==> src/rtl/rvfi_trace_buffer.sv <==
// rvfi_trace_buffer
//
// Circular capture buffer for retired instructions coming from the RVFI
// retirement tracker. After cfg_arm every rvfi_valid pulse is recorded.
// A PC match against cfg_trig_pc starts a bounded post-trigger window,
// after which capture stops and the buffer freezes for readout.
//
// Ports
//   clk, reset_n                 clock, asynchronous active-low reset
//   rvfi_valid                   retirement strobe
//   rvfi_insn / rvfi_pc_rdata /
//   rvfi_pc_wdata / rvfi_rd_wdata retired instruction, PC, next PC, rd data
//   rvfi_rd_addr                 destination register
//   cfg_arm, cfg_clear           restart capture / return to idle (pulses)
//   cfg_trig_pc, cfg_post_cnt    trigger PC and post-trigger entry count
//   rd_req, rd_idx, rd_sel       readout request (idx 0 = oldest entry)
//   rd_ack, rd_data              readout response, one cycle later
//   state, count, trig_hit       status
module rvfi_trace_buffer #(
    parameter int DEPTH = 16,
    localparam int AW = $clog2(DEPTH),
    localparam int CW = AW + 1
) (
    input  logic          clk,
    input  logic          reset_n,
    input  logic          rvfi_valid,
    input  logic [31:0]   rvfi_insn,
    input  logic [31:0]   rvfi_pc_rdata,
    input  logic [31:0]   rvfi_pc_wdata,
    input  logic [31:0]   rvfi_rd_wdata,
    input  logic [4:0]    rvfi_rd_addr,
    input  logic          cfg_arm,
    input  logic          cfg_clear,
    input  logic [31:0]   cfg_trig_pc,
    input  logic [CW-1:0] cfg_post_cnt,
    input  logic          rd_req,
    input  logic [AW-1:0] rd_idx,
    input  logic [1:0]    rd_sel,
    output logic          rd_ack,
    output logic [31:0]   rd_data,
    output logic [1:0]    state,
    output logic [CW-1:0] count,
    output logic          trig_hit
);

    typedef enum logic [1:0] {
        S_IDLE   = 2'd0,
        S_ARMED  = 2'd1,
        S_POST   = 2'd2,
        S_FROZEN = 2'd3
    } state_t;

    state_t        state_reg, state_next;
    logic          capture;
    logic          trig_match;
    logic [CW-1:0] post_clamped;

    logic [AW-1:0] wr_ptr_reg;
    logic [CW-1:0] count_reg;
    logic [31:0]   order_reg;
    logic [CW-1:0] post_left_reg;
    logic [31:0]   prev_npc_reg;
    logic          prev_npc_valid_reg;
    logic          trig_hit_reg;

    logic          rd_ack_reg;
    logic          rd_ok_reg;
    logic [1:0]    rd_sel_reg;
    logic          rd_ok;
    logic [AW-1:0] rd_phys;

    logic          disc;
    logic [3:0][31:0] wr_word;
    logic [3:0][31:0] bank_rd;

    // The window can never exceed the storage minus the trigger entry itself,
    // otherwise the trigger would be overwritten before freezing.
    assign post_clamped = (cfg_post_cnt > CW'(DEPTH - 1)) ? CW'(DEPTH - 1) : cfg_post_cnt;

    // ---------------------------------------------------------------
    // FSM
    // ---------------------------------------------------------------
    always_ff @(posedge clk or negedge reset_n) begin
        if (!reset_n) begin
            state_reg <= S_IDLE;
        end else begin
            state_reg <= state_next;
        end
    end

    always_comb begin
        state_next = state_reg;
        capture    = 1'b0;
        trig_match = 1'b0;
        if (cfg_clear) begin
            state_next = S_IDLE;
        end else if (cfg_arm) begin
            state_next = S_ARMED;
        end else begin
            case (state_reg)
                S_ARMED: begin
                    if (rvfi_valid) begin
                        capture = 1'b1;
                        if (rvfi_pc_rdata == cfg_trig_pc) begin
                            trig_match = 1'b1;
                            state_next = (post_clamped == '0) ? S_FROZEN : S_POST;
                        end
                    end
                end
                S_POST: begin
                    if (rvfi_valid) begin
                        capture = 1'b1;
                        if (post_left_reg <= CW'(1)) begin
                            state_next = S_FROZEN;
                        end
                    end
                end
                default: ;
            endcase
        end
    end

    // ---------------------------------------------------------------
    // Capture bookkeeping
    // ---------------------------------------------------------------
    always_ff @(posedge clk or negedge reset_n) begin
        if (!reset_n) begin
            wr_ptr_reg         <= '0;
            count_reg          <= '0;
            order_reg          <= '0;
            post_left_reg      <= '0;
            prev_npc_reg       <= '0;
            prev_npc_valid_reg <= 1'b0;
            trig_hit_reg       <= 1'b0;
        end else if (!cfg_clear && cfg_arm) begin
            wr_ptr_reg         <= '0;
            count_reg          <= '0;
            order_reg          <= '0;
            prev_npc_valid_reg <= 1'b0;
            trig_hit_reg       <= 1'b0;
        end else if (capture) begin
            wr_ptr_reg         <= wr_ptr_reg + AW'(1);
            if (count_reg != CW'(DEPTH)) begin
                count_reg <= count_reg + CW'(1);
            end
            order_reg          <= order_reg + 32'd1;
            prev_npc_reg       <= rvfi_pc_wdata;
            prev_npc_valid_reg <= 1'b1;
            if (trig_match) begin
                trig_hit_reg  <= 1'b1;
                post_left_reg <= post_clamped;
            end else if (state_reg == S_POST) begin
                post_left_reg <= post_left_reg - CW'(1);
            end
        end
    end

    // A jump is flagged when this PC differs from the previous entry's next PC.
    assign disc = prev_npc_valid_reg && (rvfi_pc_rdata != prev_npc_reg);

    assign wr_word[0] = rvfi_pc_rdata;
    assign wr_word[1] = rvfi_insn;
    assign wr_word[2] = rvfi_rd_wdata;
    assign wr_word[3] = {order_reg[15:0], 7'd0, disc, 3'd0, rvfi_rd_addr};

    // ---------------------------------------------------------------
    // Storage: one RAM bank per read word, registered read, no reset
    // ---------------------------------------------------------------
    assign rd_phys = wr_ptr_reg - count_reg[AW-1:0] + rd_idx;

    genvar gi;
    generate
        for (gi = 0; gi < 4; gi++) begin : g_bank
            logic [31:0] bank_mem [DEPTH];
            logic [31:0] bank_q;

            always_ff @(posedge clk) begin
                if (capture) begin
                    bank_mem[wr_ptr_reg] <= wr_word[gi];
                end
                if (rd_req) begin
                    bank_q <= bank_mem[rd_phys];
                end
            end

            assign bank_rd[gi] = bank_q;
        end
    endgenerate

    // ---------------------------------------------------------------
    // Readout handshake
    // ---------------------------------------------------------------
    // Validity is judged on pre-edge state/count, so a request that
    // coincides with the freezing capture still returns zero.
    assign rd_ok = rd_req && (state_reg == S_FROZEN) && ({1'b0, rd_idx} < count_reg);

    always_ff @(posedge clk or negedge reset_n) begin
        if (!reset_n) begin
            rd_ack_reg <= 1'b0;
            rd_ok_reg  <= 1'b0;
            rd_sel_reg <= 2'd0;
        end else begin
            rd_ack_reg <= rd_req;
            rd_ok_reg  <= rd_ok;
            rd_sel_reg <= rd_sel;
        end
    end

    // The RAM output register is not reset; the reset-cleared valid flag
    // gates it so rd_data is zero whenever no valid word is presented.
    assign rd_ack   = rd_ack_reg;
    assign rd_data  = rd_ok_reg ? bank_rd[rd_sel_reg] : 32'd0;
    assign state    = state_reg;
    assign count    = count_reg;
    assign trig_hit = trig_hit_reg;

endmodule
==> config.mk <==
export PLATFORM = sky130hd
export DESIGN_NAME = rvfi_trace_buffer
export DESIGN_NICKNAME = d
export VERILOG_FILES = /design/src/rtl/rvfi_trace_buffer.sv
export SDC_FILE = /design/constraint.sdc
export NUM_CORES = 2
export LEC_CHECK = 0
export ABC_AREA = 0
export CAP_MARGIN = 30
export CORE_MARGIN = 2
export CORE_UTILIZATION = 55
export DETAILED_ROUTE_END_ITERATION = 10
export PLACE_DENSITY = 0.75
export SETUP_SLACK_MARGIN = 0.3
export SLEW_MARGIN = 20
export SYNTH_ARGS = -nofsm -noshare
export SYNTH_HDL_FRONTEND = slang
export SYNTH_SLANG_ARGS = --single-unit
==> constraint.sdc <==
create_clock -name clk -period 10.14 [get_ports clk]
set_clock_uncertainty 0.1 [all_clocks]
set_input_delay 1.014 -clock clk [delete_from_list [all_inputs] [get_ports clk]]
set_output_delay 1.014 -clock clk [all_outputs]
set_load 0.005 [all_outputs]
* Yosys cells after proc, flatten, opt, wreduce, memory -nomap -nowiden
Memory sizes are Yosys's and may differ from the RTL's. A register that Yosys moved wholly into a read port is not among the register bits. Index checks and enable logic that the tools add are counted.
Storage, ports and cells: flip-flop bits (word level) 118, memory bits (writable) 1888, bits of input ports 182, output and inout bits 41, word-level logic and storage cells 91, memories kept 4
Memories:
- g_bank[0].bank_mem | depth 16, width 32, read ports 1, clocked after memory_dff 1, wr ports 1, RTL line 174 | logic [31:0] bank_mem [DEPTH];
- g_bank[1].bank_mem | depth 16, width 32, read ports 1, clocked after memory_dff 1, wr ports 1, RTL line 174
- g_bank[2].bank_mem | depth 16, width 32, read ports 1, clocked after memory_dff 1, wr ports 1, RTL line 174
- g_bank[3].bank_mem | depth 16, width 22, read ports 1, clocked after memory_dff 1, wr ports 1, RTL line 174
Operators by class: $add $sub $neg 6, order comparisons 4, eq/ne operators 10, multiplexer cells 37, bitwise operators 1, reduce and logical (&&, ||, !) cells 17
Operators with widths (count):
- $mux 32 | 4
- $bmux 32 s2 | 1
- $add 32x1->32 const B | 1
- $eq 32x32->1 | 1
- $ne 32x32->1 | 1
- $mux 5 | 6
- $mux 1 | 17
- $ne 4x4->1 const B | 4
- $mux 2 | 6
- $mux 4 | 2
- $reduce_bool 2->1 | 4
- $reduce_and 2->1 | 3
- $add 5x1->5 const B | 1
- $gt 5x4->1 const B | 1
- $le 5x1->1 const B | 1
- $logic_not 5->1 | 1
- $lt 4x5->1 | 1
- $ne 5x5->1 const B | 1
- $reduce_and 5->1 | 1
- $sub 5x1->5 const B | 1
- $add 4x1->4 const B | 1
- $add 4x4->4 | 1
- $eq 2x2->1 const B | 2
- $logic_and 1x1->1 | 4
- other kinds (9) | 9

* Longest topological paths before layout
word-level depth 9, gate-level depth with buffers 11, gate-level depth less buffers 8

* Least setup slack after synthesis
OpenSTA, ideal clock, no wires.
kind input-to-reg, start input port cfg_arm, end memory g_bank[0].bank_mem[3][0] (enable), library setup time 0.741 ns, data arrival time 9.904 ns, required time 9.299 ns, path slack -0.605 ns, stages on the path 4, buffers on the path 1, cells stage by stage nor4b_2 > clkbuf_1 > nand2_1 > nor3_1
Between the ends: cells in the longest elaborated chain, start to end 4
RTL lines:
- start: declaration | RTL line 32 | input logic cfg_arm,
- $mux 1 | RTL line 97 | end else if (cfg_arm) begin
- $mux 1 | RTL line 95 | if (cfg_clear) begin
- $mux 1 | RTL line 178 | if (capture) begin
- $mux 1 (not written as such) | RTL line 179 | bank_mem[wr_ptr_reg] <= wr_word[gi];
- end: declaration | RTL line 174
Every way passes these cells.

* Worst setup path in the final report
start register rd_sel_reg[0], end output port rd_data[5]
Between the ends: cells in the longest elaborated chain, start to end 3
RTL lines:
- start: declaration | RTL line 68 | logic [1:0] rd_sel_reg;
- start signal: assignment | RTL line 205 | rd_sel_reg <= rd_sel;
- $bmux 32 s2 | RTL line 212 | assign rd_data = rd_ok_reg ? bank_rd[rd_sel_reg] : 32'd0;
- $mux 32 (not written as such) | RTL line 212
- $mux 32 | RTL line 212
- end: declaration | RTL line 40 | output logic [31:0] rd_data,
Every way passes these cells. The select of a mux whose other input is x is not followed.

==> key figures <==
Critical path
  – Crit-path leading delay family: simple AND/OR/NAND/NOR gates
  – Slowest stage cell on the critical path: dfrtp_2
  – Startpoint types: register
  – R2r startpoint: wr_ptr_reg[2]
  – CP max stage delay: 0.95 ns
  – CP max FO: 18
  – CP Capture Type: output pin
  – CP Cell Sequence: buf_4, nor2b_1, nand2_1, o21ai_0, and2_1, clkdlybuf4s50_1
  – R2R cell count: 9
  – FF-to-FF End: g_bank[2].bank_q[25]
  – Buffers and inverters on the worst path: 2
  – WP data arrival: 4.16 ns
  – Required time worst endpoint: 9.03 ns
  – Setup CP Type: register to output pin
  – R2r setup slk: 5.02 ns

Clock network
  – Skew-Pair Late Insertion Delay: 0.83 ns
  – # clock sinks: 2076
  – Post-CTS Setup Bufs: 0
  – Clock Path Buffers: 3
  – Post-cts hold buffer count: 0
  – Clk root buf: clkbuf_16
  – Clk pin slew, worst setup/hold paths: 0.06 ns
  – Cts bufs inserted: 198
  – CTS tree: done
  – H-tree levels: 4
  – Post-cts repair resize count: 0

GRT
  – GRT Residual Overflow: 0
  – Vias in the first global route: 38100
  – Initial antenna violation count: 24
  – First-pass GRT wire length: 271000 um
  – Largest net degree at the start of global routing: 149
  – GRT Util Overall: 26.2%

Finish
  – Net count, final: 3838
  – Ratio of cells with drive above 1 in the final layout: 25.9%
  – Area of the multi-input gates: 0.0167 mm^2
  – Final Util: 63.1%
  – Area grow syn2layout: 14.1%
  – Register area: 0.0620 mm^2
  – Fillers: 9098
  – Max FFs per register: 1888

Place
  – Routability cong.: 0.755
  – Port Buffer Count: 222
  – DP Wirelength: 92900 um

Drt
  – Vias: 36900
  – Routed wire length: 190000 um
  – Post-route ant nets: 0
  – Routed vias/inst: 6.46
  – TritonRoute pass-1 iters: 6
  – Wire per inst: 33.2 um
  – DRC viols: 0
  – DRT iter0 DRCs: 5076

Timing
  – Max Slew Vio Count: 0
  – Setup TNS: 0 ns
  – Unrepaired setup endpoints after global routing: no
  – Achievable clock frequency: 0.190 GHz
  – Measured slew at the worst slew-check pin: 1.21 ns
  – Setup-failing EPs final: 0
  – Hold Fails Final Rpt: 0
  – Rel. slew slack: 19.3%
  – Minimum clock period: 5.27 ns
  – Post-route clock period utilization: 52.0%

Floorplanning
  – Chip Height: 384 um
  – Rows: 139
  – Die Width: 384 um
  – Die footprint: 0.147 mm^2
  – Initial Util: 55.3%
  – Core area: 0.143 mm^2
  – I/O Pins: 223

Synthesis
  – Seq cells post-synth: 2076
  – Top cell type's share of synthesized area: 75.9%
  – Post-synthesis async set-or-reset flop share: 3.37%
  – Synthesized instance count: 3295
  – Synth cell types: 50
  – Post-synth EDFFs: 2006
  – Mapped Area: 0.0794 mm^2
  – Top cells by count, synth: edfxtp_1, mux4_2, nand2_1
  – Synthesis Warnings: 0
  – Most instantiated library cell after synthesis: edfxtp_1
  – Synth area leader: edfxtp_1
  – Top post-synthesis cells by area: edfxtp_1, mux4_2, dfrtp_1
  – Seq/Total Area, Yosys: 78.1%
  – Synth Net Count: 3499
  – Synth Flop Type: edfxtp_1
  – Avg Synthesized Cell Area: 24.1 um^2

Job
  – Max-Cap Viols: 0

Pwr
  – Pwr/cell area: 233 mW/mm^2
  – Leakage: 28.9 nW
  – Peak supply drop: 236 uV

Hold path
  – Hold Crit Class: input port to asynchronous set/reset pin

Run status
  – Status: complete, no violations
## cells in the final DEF (no fill, tap or decap), types with 3 or more instances in the layout
| master | n |
|---|---|
| nor2_4 | 12 |
| nor3_1 | 3 |
| buf_12 | 14 |
| nor4_1 | 3 |
| clkbuf_16 | 204 |
| clkinv_1 | 34 |
| bufinv_16 | 16 |
| clkbuf_8 | 12 |
| mux4_2 | 604 |
| xnor2_1 | 69 |
| nand3_1 | 8 |
| mux2i_1 | 12 |
| o21ai_0 | 26 |
| ha_1 | 18 |
| nor2_1 | 26 |
| nand4_1 | 23 |
| clkinv_2 | 26 |
| inv_6 | 6 |
| buf_4 | 53 |
| buf_16 | 5 |
| dfrtp_1 | 68 |
| and2_1 | 34 |
| inv_1 | 20 |
| nand2b_1 | 4 |
| mux4_1 | 8 |
| clkbuf_1 | 51 |
| clkdlybuf4s50_1 | 220 |
| clkinvlp_4 | 3 |
| a21o_1 | 4 |
| xor2_1 | 10 |
| edfxtp_1 | 2006 |
| diode_2 | 9 |
| nor3_4 | 4 |
| nand2_1 | 131 |
| a21oi_1 | 4 |
| or3_1 | 4 |
| o211ai_1 | 3 |
## routing by layer
metal	global-route usage (%)	share of wire, %	up-vias
met2	41.6	49	2212
met5	0	0.044	-
met1	37.0	37	19600
li1	-	-	14700
met4	8.45	3.1	14
met3	5.65	10	306
## power by group
| part | switching [mW] | internal [mW] | total, mW |
|---|---|---|---|
| combinational | 1.73 | 1.98 | 3.71 |
| clock | 3.10 | 4.17 | 7.27 |
| sequential | 0.330 | 9.80 | 10.1 |
| total | 5.15 | 16.0 | 21.1 |
## cells by family (layout without fill, tap and decap cells)
| kind of cell | after synthesis | in the layout | share of synthesized area (%) |
|---|---|---|---|
| flip-flops | 2076 | 2076 | 78.1 |
| multiplexers | 625 | 625 | 17.6 |
| AND/OR/NAND/NOR | 263 | 263 | 1.53 |
| buffers and inverters | 176 | 672 | 1.10 |
| XOR/XNOR | 82 | 82 | 0.938 |
| AO/OA/AOI/OAI | 51 | 51 | 0.399 |
| adder cells (fa/ha/maj) | 22 | 22 | 0.375 |
| other | 0 | 9 | 0 |
## worst register-to-register path: stages (launching register included)
cell and delay (ns):
dfrtp_1 0.69, inv_1 0.18, fa_1 0.51, inv_1 0.04
ha_1 0.34, a21oi_2 0.11, xnor2_4 0.70, buf_4 0.67
buf_4 0.86, mux4_2 0.66
## metrics by stage
| stage | hold WS [ns] | area (um^2) | power [mW] | worst slack, ns | instances |
|---|---|---|---|---|---|
| detailed placement | 0.369 | 84100 | 14.0 | 4.10 | 5332 |
| CTS | 0.00785 | 90500 | 21.2 | 4.81 | 5689 |
| global placement | 0.365 | 84000 | 13.9 | 4.08 | 5328 |
| floorplan | 0.341 | 79400 | 12.9 | 2.57 | 3295 |
| global route | 0.0401 | 90600 | 21.7 | 4.62 | 5696 |
| finish | 0.0422 | 90600 | 21.1 | 4.87 | 5703 |
## how the worst max path moves through the flow
stage	to	cells after the start	start	slack [ns]
floorplan	g_bank[0].bank_mem[15][0]	4	cfg_arm	2.57
global placement	g_bank[2].bank_q[26]	11	rd_idx[1]	4.08
detailed placement	g_bank[2].bank_q[3]	11	rd_idx[1]	4.10
CTS	rd_data[6]	6	rd_sel_reg[0]	4.81
global route	rd_data[6]	6	rd_sel_reg[0]	4.62
finish	rd_data[5]	6	rd_sel_reg[0]	4.87
## cell type report
cell class              count  area share, %
clock buffers             267           6.03
multi-input cells        1043           18.4
clock inverters            90          0.988
well taps                1903           2.63
inverters                  20         0.0829
flip-flops and latches   2076           68.4
repair buffers            295           3.37
diodes                      9         0.0249
No activity file was read; power rests on OpenSTA's default activity.
